`config.mk`:
```
export PLATFORM = sky130hd
export DESIGN_NAME = vr_tx_arb_flat
export DESIGN_NICKNAME = d
export VERILOG_FILES = /design/src/rtl/vr_tx_arb_if.sv /design/src/rtl/vr_tx_arb.sv /design/src/flat_wrapper.sv
export SDC_FILE = /design/constraint.sdc
export NUM_CORES = 1
export LEC_CHECK = 0
export CORE_AREA = 8 8 135 137
export DETAILED_ROUTE_END_ITERATION = 8
export DIE_AREA = 0 0 143 145
export GPL_ROUTABILITY_DRIVEN = 0
export PLACE_DENSITY = 0.63
export REMOVE_ABC_BUFFERS = 1
export SYNTH_ARGS = -nofsm -noshare
export SYNTH_HDL_FRONTEND = slang
export SYNTH_SLANG_ARGS = --single-unit
```
`constraint.sdc`:
```
create_clock -name clk -period 3.11 [get_ports clk]
set_input_delay 0.622 -clock clk [delete_from_list [all_inputs] [get_ports clk]]
set_output_delay 0.622 -clock clk [all_outputs]
set_load 0.02 [all_outputs]
```
`src/rtl/vr_tx_arb_if.sv`:
```
// UDP header info type and the bundled source/UDP handshake interface for vr_tx_arb.
// The slave modport is the arbiter; the master modport is the surrounding sources and UDP sink.
package vr_tx_arb_pkg;
   typedef struct packed {
      logic [31:0] src_ip;
      logic [31:0] dst_ip;
      logic [15:0] src_port;
      logic [15:0] dst_port;
      logic [15:0] data_length;
   } udp_info;
endpackage

interface vr_tx_arb_if #(
   parameter int NOC_DATA_W     = -1,
   parameter int NOC_PADBYTES   = NOC_DATA_W / 8,
   parameter int NOC_PADBYTES_W = $clog2(NOC_PADBYTES)
);
   import vr_tx_arb_pkg::*;

   // Per-source request side, index 0 = prepare engine, index 1 = commit engine
   logic [1:0]                    src_tx_meta_val;
   udp_info [1:0]                 src_tx_meta_info;
   logic [1:0]                    tx_src_meta_rdy;
   logic [1:0]                    src_tx_data_val;
   logic [2*NOC_DATA_W-1:0]       src_tx_data;
   logic [1:0]                    src_tx_data_last;
   logic [2*NOC_PADBYTES_W-1:0]   src_tx_data_padbytes;
   logic [1:0]                    tx_src_data_rdy;

   // Merged stream towards the UDP transmit path
   logic                          tx_udp_meta_val;
   udp_info                       tx_udp_meta_info;
   logic                          udp_tx_meta_rdy;
   logic                          tx_udp_data_val;
   logic [NOC_DATA_W-1:0]         tx_udp_data;
   logic                          tx_udp_data_last;
   logic [NOC_PADBYTES_W-1:0]     tx_udp_data_padbytes;
   logic                          udp_tx_data_rdy;

   modport slave (
      input  src_tx_meta_val, src_tx_meta_info, src_tx_data_val, src_tx_data,
             src_tx_data_last, src_tx_data_padbytes, udp_tx_meta_rdy, udp_tx_data_rdy,
      output tx_src_meta_rdy, tx_src_data_rdy, tx_udp_meta_val, tx_udp_meta_info,
             tx_udp_data_val, tx_udp_data, tx_udp_data_last, tx_udp_data_padbytes
   );

   modport master (
      output src_tx_meta_val, src_tx_meta_info, src_tx_data_val, src_tx_data,
             src_tx_data_last, src_tx_data_padbytes, udp_tx_meta_rdy, udp_tx_data_rdy,
      input  tx_src_meta_rdy, tx_src_data_rdy, tx_udp_meta_val, tx_udp_meta_info,
             tx_udp_data_val, tx_udp_data, tx_udp_data_last, tx_udp_data_padbytes
   );
endinterface

```
`src/rtl/vr_tx_arb.sv`:
```
// Two-source round-robin packet arbiter in front of the UDP transmit path.
// A grant is held from meta acceptance through the last data beat; all handshakes pass through combinationally.
module vr_tx_arb #(
   parameter int NOC_DATA_W     = -1,
   parameter int NOC_PADBYTES   = NOC_DATA_W / 8,
   parameter int NOC_PADBYTES_W = $clog2(NOC_PADBYTES)
) (
   input  logic          clk,
   input  logic          rst,
   vr_tx_arb_if.slave    bus,
   output logic          tx_arb_busy
);

   typedef enum logic [1:0] {IDLE, META, DATA} state_e;

   state_e state_q, state_d;
   logic   grant_q, grant_d;
   logic   last_grant_q, last_grant_d;
   logic   busy_q, busy_d;

   logic   in_meta;
   logic   in_data;
   logic   meta_hs;
   logic   last_hs;

   assign meta_hs = bus.src_tx_meta_val[grant_q] & bus.udp_tx_meta_rdy;
   assign last_hs = bus.src_tx_data_val[grant_q] & bus.udp_tx_data_rdy & bus.src_tx_data_last[grant_q];

   always_comb begin
      state_d      = state_q;
      grant_d      = grant_q;
      last_grant_d = last_grant_q;
      unique case (state_q)
         IDLE: begin
            // With both sources waiting, the one served less recently wins
            if (|bus.src_tx_meta_val) begin
               grant_d = (&bus.src_tx_meta_val) ? ~last_grant_q : bus.src_tx_meta_val[1];
               state_d = META;
            end
         end
         META: begin
            if (meta_hs) begin
               state_d      = DATA;
               last_grant_d = grant_q;
            end
         end
         DATA: begin
            if (last_hs) begin
               state_d = IDLE;
            end
         end
         default: state_d = IDLE;
      endcase
      busy_d = (state_d != IDLE);
   end

   always_ff @(posedge clk) begin
      if (rst) begin
         state_q      <= IDLE;
         grant_q      <= 1'b0;
         last_grant_q <= 1'b1;
         busy_q       <= 1'b0;
      end else begin
         state_q      <= state_d;
         grant_q      <= grant_d;
         last_grant_q <= last_grant_d;
         busy_q       <= busy_d;
      end
   end

   // Outputs are forced quiet while reset is held so an abandoned packet never leaks a beat
   assign in_meta     = (state_q == META) & ~rst;
   assign in_data     = (state_q == DATA) & ~rst;
   assign tx_arb_busy = busy_q & ~rst;

   always_comb begin
      bus.tx_src_meta_rdy      = 2'b00;
      bus.tx_src_data_rdy      = 2'b00;
      bus.tx_udp_meta_val      = in_meta & bus.src_tx_meta_val[grant_q];
      bus.tx_udp_meta_info     = bus.src_tx_meta_info[grant_q];
      bus.tx_udp_data_val      = in_data & bus.src_tx_data_val[grant_q];
      bus.tx_udp_data          = grant_q ? bus.src_tx_data[2*NOC_DATA_W-1:NOC_DATA_W]
                                         : bus.src_tx_data[NOC_DATA_W-1:0];
      bus.tx_udp_data_last     = bus.src_tx_data_last[grant_q];
      bus.tx_udp_data_padbytes = grant_q ? bus.src_tx_data_padbytes[2*NOC_PADBYTES_W-1:NOC_PADBYTES_W]
                                         : bus.src_tx_data_padbytes[NOC_PADBYTES_W-1:0];
      if (in_meta) begin
         bus.tx_src_meta_rdy[grant_q] = bus.udp_tx_meta_rdy;
      end
      if (in_data) begin
         bus.tx_src_data_rdy[grant_q] = bus.udp_tx_data_rdy;
      end
   end

endmodule

```
`src/flat_wrapper.sv`:
```
// flat-port wrapper written by rule: the top's interface ports become plain ports
module vr_tx_arb_flat 
#(
   parameter int NOC_DATA_W     = -1,
   parameter int NOC_PADBYTES   = NOC_DATA_W / 8,
   parameter int NOC_PADBYTES_W = $clog2(NOC_PADBYTES)
)
  (clk, rst, tx_arb_busy, bus_src_tx_meta_val, bus_src_tx_meta_info, bus_src_tx_data_val, bus_src_tx_data, bus_src_tx_data_last, bus_src_tx_data_padbytes, bus_udp_tx_meta_rdy, bus_udp_tx_data_rdy, bus_tx_src_meta_rdy, bus_tx_src_data_rdy, bus_tx_udp_meta_val, bus_tx_udp_meta_info, bus_tx_udp_data_val, bus_tx_udp_data, bus_tx_udp_data_last, bus_tx_udp_data_padbytes);
  vr_tx_arb_if #(.NOC_DATA_W(NOC_DATA_W), .NOC_PADBYTES(NOC_PADBYTES), .NOC_PADBYTES_W(NOC_PADBYTES_W)) bus_i ();
  input  logic clk;
  input  logic rst;
  output logic tx_arb_busy;
  input wire logic [$bits(bus_i.src_tx_meta_val)-1:0] bus_src_tx_meta_val;
  input wire logic [$bits(bus_i.src_tx_meta_info)-1:0] bus_src_tx_meta_info;
  input wire logic [$bits(bus_i.src_tx_data_val)-1:0] bus_src_tx_data_val;
  input wire logic [$bits(bus_i.src_tx_data)-1:0] bus_src_tx_data;
  input wire logic [$bits(bus_i.src_tx_data_last)-1:0] bus_src_tx_data_last;
  input wire logic [$bits(bus_i.src_tx_data_padbytes)-1:0] bus_src_tx_data_padbytes;
  input wire logic [$bits(bus_i.udp_tx_meta_rdy)-1:0] bus_udp_tx_meta_rdy;
  input wire logic [$bits(bus_i.udp_tx_data_rdy)-1:0] bus_udp_tx_data_rdy;
  output wire logic [$bits(bus_i.tx_src_meta_rdy)-1:0] bus_tx_src_meta_rdy;
  output wire logic [$bits(bus_i.tx_src_data_rdy)-1:0] bus_tx_src_data_rdy;
  output wire logic [$bits(bus_i.tx_udp_meta_val)-1:0] bus_tx_udp_meta_val;
  output wire logic [$bits(bus_i.tx_udp_meta_info)-1:0] bus_tx_udp_meta_info;
  output wire logic [$bits(bus_i.tx_udp_data_val)-1:0] bus_tx_udp_data_val;
  output wire logic [$bits(bus_i.tx_udp_data)-1:0] bus_tx_udp_data;
  output wire logic [$bits(bus_i.tx_udp_data_last)-1:0] bus_tx_udp_data_last;
  output wire logic [$bits(bus_i.tx_udp_data_padbytes)-1:0] bus_tx_udp_data_padbytes;
  assign bus_i.src_tx_meta_val = bus_src_tx_meta_val;
  assign bus_i.src_tx_meta_info = bus_src_tx_meta_info;
  assign bus_i.src_tx_data_val = bus_src_tx_data_val;
  assign bus_i.src_tx_data = bus_src_tx_data;
  assign bus_i.src_tx_data_last = bus_src_tx_data_last;
  assign bus_i.src_tx_data_padbytes = bus_src_tx_data_padbytes;
  assign bus_i.udp_tx_meta_rdy = bus_udp_tx_meta_rdy;
  assign bus_i.udp_tx_data_rdy = bus_udp_tx_data_rdy;
  assign bus_tx_src_meta_rdy = bus_i.tx_src_meta_rdy;
  assign bus_tx_src_data_rdy = bus_i.tx_src_data_rdy;
  assign bus_tx_udp_meta_val = bus_i.tx_udp_meta_val;
  assign bus_tx_udp_meta_info = bus_i.tx_udp_meta_info;
  assign bus_tx_udp_data_val = bus_i.tx_udp_data_val;
  assign bus_tx_udp_data = bus_i.tx_udp_data;
  assign bus_tx_udp_data_last = bus_i.tx_udp_data_last;
  assign bus_tx_udp_data_padbytes = bus_i.tx_udp_data_padbytes;
  vr_tx_arb #(.NOC_DATA_W(NOC_DATA_W), .NOC_PADBYTES(NOC_PADBYTES), .NOC_PADBYTES_W(NOC_PADBYTES_W)) u_core (.clk(clk), .rst(rst), .bus(bus_i), .tx_arb_busy(tx_arb_busy));
endmodule
```
==> results.toml, run 1 <==
[power]
switching_share_pct = 32.99
power_frac_clock_pct = 15.9
irDropWorstVdd_v = 0.0001143
pwr-share-seq_pct = 6.4
p_leak_nw = 2.178
p_comb_share_pct = 77.8
power.density_mw_per_mm2 = 228.7
switchingPower_uw = 439.7
intPower_uw = 893.0

[clocking]
clk_latency_ns = 0.23
clock_sinks = 5
hold_buffers = 0
h-tree-depth = 1
cts_resized = 0
postCtsSetupBuffers = 0
cts_inserted_buffers = 3
cts_tree = "yes"
cts.clk_slew.worst_paths_ns = 0.03
clk_path_buf_depth = 2
root_buffer = "clkbuf_16"

[logic_synthesis]
synth_warnings = 0
yosys.area.top_type_share_pct = 43.08
synth_top_cell_by_area = "mux2_2"
ys_async_sr_fraction_pct = 0
synthTopCellsByArea = "mux2_2, mux2_4, dfxtp_1, buf_6, buf_2"
synth-main-ff-cell = "dfxtp_1"
syn-cell-area_sq_mm = 0.001908
synth_cells = 169
yosysSeqAreaShare_pct = 5.246
synthTopCellsByCount = "mux2_2, mux2_4, buf_2, buf_6"
synth.most_common_cell = "mux2_2"
synth_cell_types = 26
ys_ff_latch = 5
synth_edf_count = 0
avgSynthCellArea_sq_um = 11.29

[die]
dieWidth_microns = 143
core_region_area_sq_mm = 0.01617
ioPinCount = 365
initial_core_util_pct = 11.80
dieArea_sq_mm = 0.02074
rows = 47
dieHeight_microns = 145

[worst_setup_path]
start_kind = "input port"
worstSetupPathType = "in2out"
cp_cell_sequence = "clkdlybuf4s50_1, nor3b_1, buf_4, nor2b_1, clkdlybuf4s50_1"
cp.required_ns = 2.49
arrival_ns = 2.31
cp_slowest_cell = "clkdlybuf4s50_1"
cpPeakStageDelay_ns = 0.63
path_common_cell = "clkdlybuf4s50_1"
critical_path.endpoint_type = "output port"
critPathMaxFanout = 4

[finish]
syn2layout_area_growth_pct = 205.4
layoutNonFillerInstCount = 745
drive_above_1_share_pct = 25.33
antenna_cells = 0
nets = 766

[sta]
rsz0062_at_grt = "no"
whs_ns = 0.5342
hold_violations = 0
slew_viol_final = 0
slew_headroom_pct = 71.00
setup-tns-final_ns = 0
max_freq_mhz = 340.7
clock-skew-final_ns = 0.0001460
tightest_slew_ns = 0.4350
min_period_over_period_pct = 94.37
period_minus_slack_ns = 2.935
setup_slack_ns = 0.1750
finalSetupViolCount = 0

[place]
dp_hpwl_microns = 12590
dp_cells = 741
port_buffers = 360
place_ws_ns = 0.1519

[drt]
vias_per_cell = 3.738
vias = 2785
wirelength_microns = 13780
first_iter_violations = 41
drt-wirelength-per-cell_microns = 18.49
drc = 0
ant_nets = 0
drt_pass1_iterations = 4

[job]
max_cap_violations = 0

[global_routing]
grt_max_degree = 34
grt_first_pass_wirelength_microns = 19810
antenna_found_initial = 0
grt_use_total_pct = 12.16
grt_pass1_vias = 3226
grt.overflow.total = 0

[status]
status = "finished, final reports clean"

[worst_hold_path]
min_path_type = "reg2reg"
[cell usage in the layout (no fill, tap or decap), types with 3 or more instances in the layout]
cell             netlist  routed
buf_4                  3       8
clkbuf_16              0       3
clkdlybuf4s50_1        0     360
dfxtp_1                5       4
mux2_2                73      73
mux2_4                43      43
nand2_1                4       4
nor2_1                 5       5
[layout make-up]
cell class / count / area [sq um]
clock buffers: 4 / 78.83
fillers: 1585 / 10340
inverters: 1 / 3.754
multi-input cells: 145 / 1663
flip-flops and latches: 5 / 103.9
well taps: 220 / 275.3
repair buffers: 370 / 3704
[per-layer routing]
layer / wire length [microns] / part of all wire [%] / vias up / track usage (%)
li1: - / - / 1346 / -
met1: 4801 / 35 / 1222 / 11.80
met2: 7006 / 51 / 207 / 22.94
met3: 1790 / 13 / 10 / 5.512
met4: 176 / 1.3 / 0 / 2.339
met5: 0 / 0 / - / 0
[stage by stage]
stage	instance area, sq um	power (mW)	utilization, %
4_1_cts	5828	1.355	36.04
3_5_place_dp	5749	1.134	35.55
2_1_floorplan	1767	0.5258	-
6_report	5828	1.333	36.04
5_1_grt	5828	1.396	36.04
3_3_place_gp	5749	1.126	35.55
[cells by family after synthesis]
logic type | count (synthesis) | share of synthesized area (%)
AO/OA/AOI/OAI | 4 | 1.508
buffers and inverters | 19 | 7.607
flip-flops | 5 | 5.246
multiplexers | 119 | 78.69
AND/OR/NAND/NOR | 22 | 6.951
[power by group through the flow]
stage / clock network (mW) / registers (mW) / logic, mW
2_1_floorplan: 0 / 0.110 / 0.416
3_3_place_gp: 0 / 0.0864 / 1.04
3_5_place_dp: 0 / 0.0866 / 1.05
4_1_cts: 0.216 / 0.0857 / 1.05
5_1_grt: 0.221 / 0.0868 / 1.09
6_report: 0.211 / 0.0851 / 1.04
[worst max-delay path, delay by kind of cell]
family | cells | cell delay, ns
buf+inv | 3 | 1.29
simple gates | 2 | 0.40
[final timing paths]
path | from | endpoint | slack [ns] | cells after the start
worst max-delay path | rst | bus_tx_udp_data_val | 0.17 | 5
worst min-delay path | u_core.last_grant_q | u_core.last_grant_q | 0.53 | 2
worst max register to register | u_core.grant_q | u_core.last_grant_q | 1.78 | 3
worst min register to register | u_core.last_grant_q | u_core.last_grant_q | 0.53 | 2
[sequential cells by signal, summed over array words and instances (netlist names)]
register / cells
u_core.last_grant_q: 1
u_core.state_q: 2
u_core.grant_q: 1
u_core.busy_q: 1
No activity file was read; power rests on OpenSTA's default activity.
==> run 2: changes to the inputs <==
--- a/config.mk
+++ b/config.mk
@@ -14,3 +14,4 @@
 export SYNTH_ARGS = -nofsm -noshare
 export SYNTH_HDL_FRONTEND = slang
 export SYNTH_SLANG_ARGS = --single-unit
+export TNS_END_PERCENT = 20
==> results of run 2 <==
The final DEF is identical to that of run 1; final timing and power are the same.
==> run 3: changes to the inputs <==
--- a/config.mk
+++ b/config.mk
@@ -5,11 +5,9 @@
 export SDC_FILE = /design/constraint.sdc
 export NUM_CORES = 1
 export LEC_CHECK = 0
-export CORE_AREA = 8 8 135 137
+export CORE_AREA = 8 8 136 138
 export DETAILED_ROUTE_END_ITERATION = 8
-export DIE_AREA = 0 0 143 145
-export GPL_ROUTABILITY_DRIVEN = 0
-export PLACE_DENSITY = 0.63
+export DIE_AREA = 0 0 144 146
 export REMOVE_ABC_BUFFERS = 1
 export SYNTH_ARGS = -nofsm -noshare
 export SYNTH_HDL_FRONTEND = slang
==> constraint.sdc (replaced) <==
create_clock -name clk -period 2.7 [get_ports clk]
set_input_delay 0.54 -clock clk [delete_from_list [all_inputs] [get_ports clk]]
set_output_delay 0.54 -clock clk [all_outputs]
set_load 0.02 [all_outputs]
==> results.toml, run 3 (synthesized netlist as in run 1, its figures left out) <==
[status]
status = "finished, final reports clean"

[worst_hold_path]
min-delay-start = "u_core.last_grant_q"
min_to = "u_core.last_grant_q"
hold_depth = 2
min_path_type = "reg2reg"

[clocking]
clk_path_buf_depth = 2
cts.clk_slew.worst_paths_ns = 0.03
cts_inserted_buffers = 3
h-tree-depth = 1
postCtsSetupBuffers = 0
clock_sinks = 5
cts_tree = "yes"
clk_latency_ns = 0.23
root_buffer = "clkbuf_16"

[place]
dpl_cell_area_sq_mm = 0.005757
dp_hpwl_microns = 12970
port_buffers = 360
place_congestion = 0.8712

[sta]
max_freq_mhz = 380.6
slew_headroom_pct = 70.14
clock-skew-final_ns = 0.002815
setup-tns-final_ns = 0
rsz0062_at_grt = "yes"
hold_violations = 0
slew_viol_final = 0
tightest_slew_ns = 0.4479
finalSetupViolCount = 0
period_minus_slack_ns = 2.628
min_period_over_period_pct = 97.32

[worst_setup_path]
cp.required_ns = 2.16
worstSetupPathType = "reg2out"
critical_path.endpoint_type = "output port"
r2r_slack_ns = 1.36
reg2regPathDepth = 4
start_kind = "flop"
critPathMaxFanout = 29
arrival_ns = 2.09
regToRegStartpoint = "u_core.grant_q"
r2r_end = "u_core.state_q[1]"

[drt]
vias_per_cell = 3.702
drt_pass1_iterations = 4
drt-wirelength-per-cell_microns = 18.96
first_iter_violations = 51
drc = 0
ant_nets = 0
vias = 2769
wirelength_microns = 14190

[finish]
syn2layout_area_growth_pct = 206.0
layout.cells.most_common_list = "clkdlybuf4s50_1, mux2_2, mux2_4"
largest_reg_flops = 2
utilization_pct = 35.85
nets = 769
regArea_sq_um = 103.9
final_area_sq_mm = 0.005839
final_common_cell = "clkdlybuf4s50_1"
multi_input_area_sq_mm = 0.001663
fillers = 1630
antenna_cells = 0
drive_above_1_share_pct = 25.95
regMostFlops = "u_core.state_q"

[power]
power.density_mw_per_mm2 = 263.4
pwr-share-seq_pct = 6.4
irDropWorstVdd_v = 0.0001452
p_leak_nw = 2.251
fin_total_pwr_mw = 1.538
switchingPower_uw = 509.7
intPower_mw = 1.028
power_frac_clock_pct = 15.8
p_comb_share_pct = 77.8
switching_share_pct = 33.14

[job]
max_cap_violations = 0

[global_routing]
antenna_found_initial = 0
grtUsageMet1_pct = 12.85
grt.overflow.total = 0
grt.busiest_layer = "met2"
grt_first_pass_wirelength_microns = 20010
grt_util_met3_pct = 5.020
grt_pass1_vias = 3183
grt_use_total_pct = 12.28
grt_max_degree = 32
met2_usage_pct = 22.88

[die]
dieHeight_microns = 146
ioPinCount = 365
dieWidth_microns = 144
dieArea_sq_mm = 0.02102
core_region_area_sq_mm = 0.01629
initial_core_util_pct = 11.71
rows = 47
==> run 3: worst max-delay path by stage <==
stage                                start                       end  cells past startpoint
finish                      u_core.grant_q  bus_tx_udp_meta_info[63]                      3
global route                u_core.grant_q  bus_tx_udp_meta_info[63]                      3
CTS                 bus_src_tx_meta_val[1]       bus_tx_udp_meta_val                      4
detailed placement                     rst    bus_tx_src_data_rdy[1]                      5
global placement                       rst    bus_tx_src_data_rdy[0]                      6
floorplan                   u_core.grant_q       bus_tx_udp_meta_val                      2
==> run 3: cell type report <==
class	instances	share of cell area, %
sequential	5	1.778
timing repair buffer	373	63.62
inverter	1	0.06428
clock buffer	4	1.350
multi-input combinational	145	28.48
tap	220	4.714
==> run 3: timing repair <==
action / CTS / global route
hold buffers: 0 / 0
setup endpoints to repair: 3 / 4
gates resized for setup: 3 / 3
==> run 3: power groups by stage <==
| stage | combinational, mW | sequential (mW) | clock (mW) |
|---|---|---|---|
| global route | 1.25 | 0.0999 | 0.252 |
| finish | 1.20 | 0.0984 | 0.244 |
| CTS | 1.22 | 0.0989 | 0.247 |
| global placement | 1.20 | 0.0989 | 0 |
| detailed placement | 1.21 | 0.0997 | 0 |
| floorplan | 0.479 | 0.126 | 0 |
==> run 3: worst max-delay path, stage by stage (launching register included) <==
cell and delay, ns:
dfxtp_4 0.62, buf_4 0.29, mux2_2 0.37, clkdlybuf4s50_1 0.55
==> run 3: routing by layer <==
metal	wire, microns	vias up
met3	1795	6
met4	74	0
met1	5326	1207
li1	-	1352
met5	0	-
met2	6989	204
==> run 3: through the flow <==
step	worst slack (ns)	instances	hold slack, ns
2_1_floorplan	-2.554	151	0.4791
3_3_place_gp	-0.008196	744	0.5050
3_5_place_dp	-0.01399	744	0.5178
4_1_cts	0.02717	748	0.5214
5_1_grt	-0.003604	748	0.5381
6_report	0.07243	748	0.5163
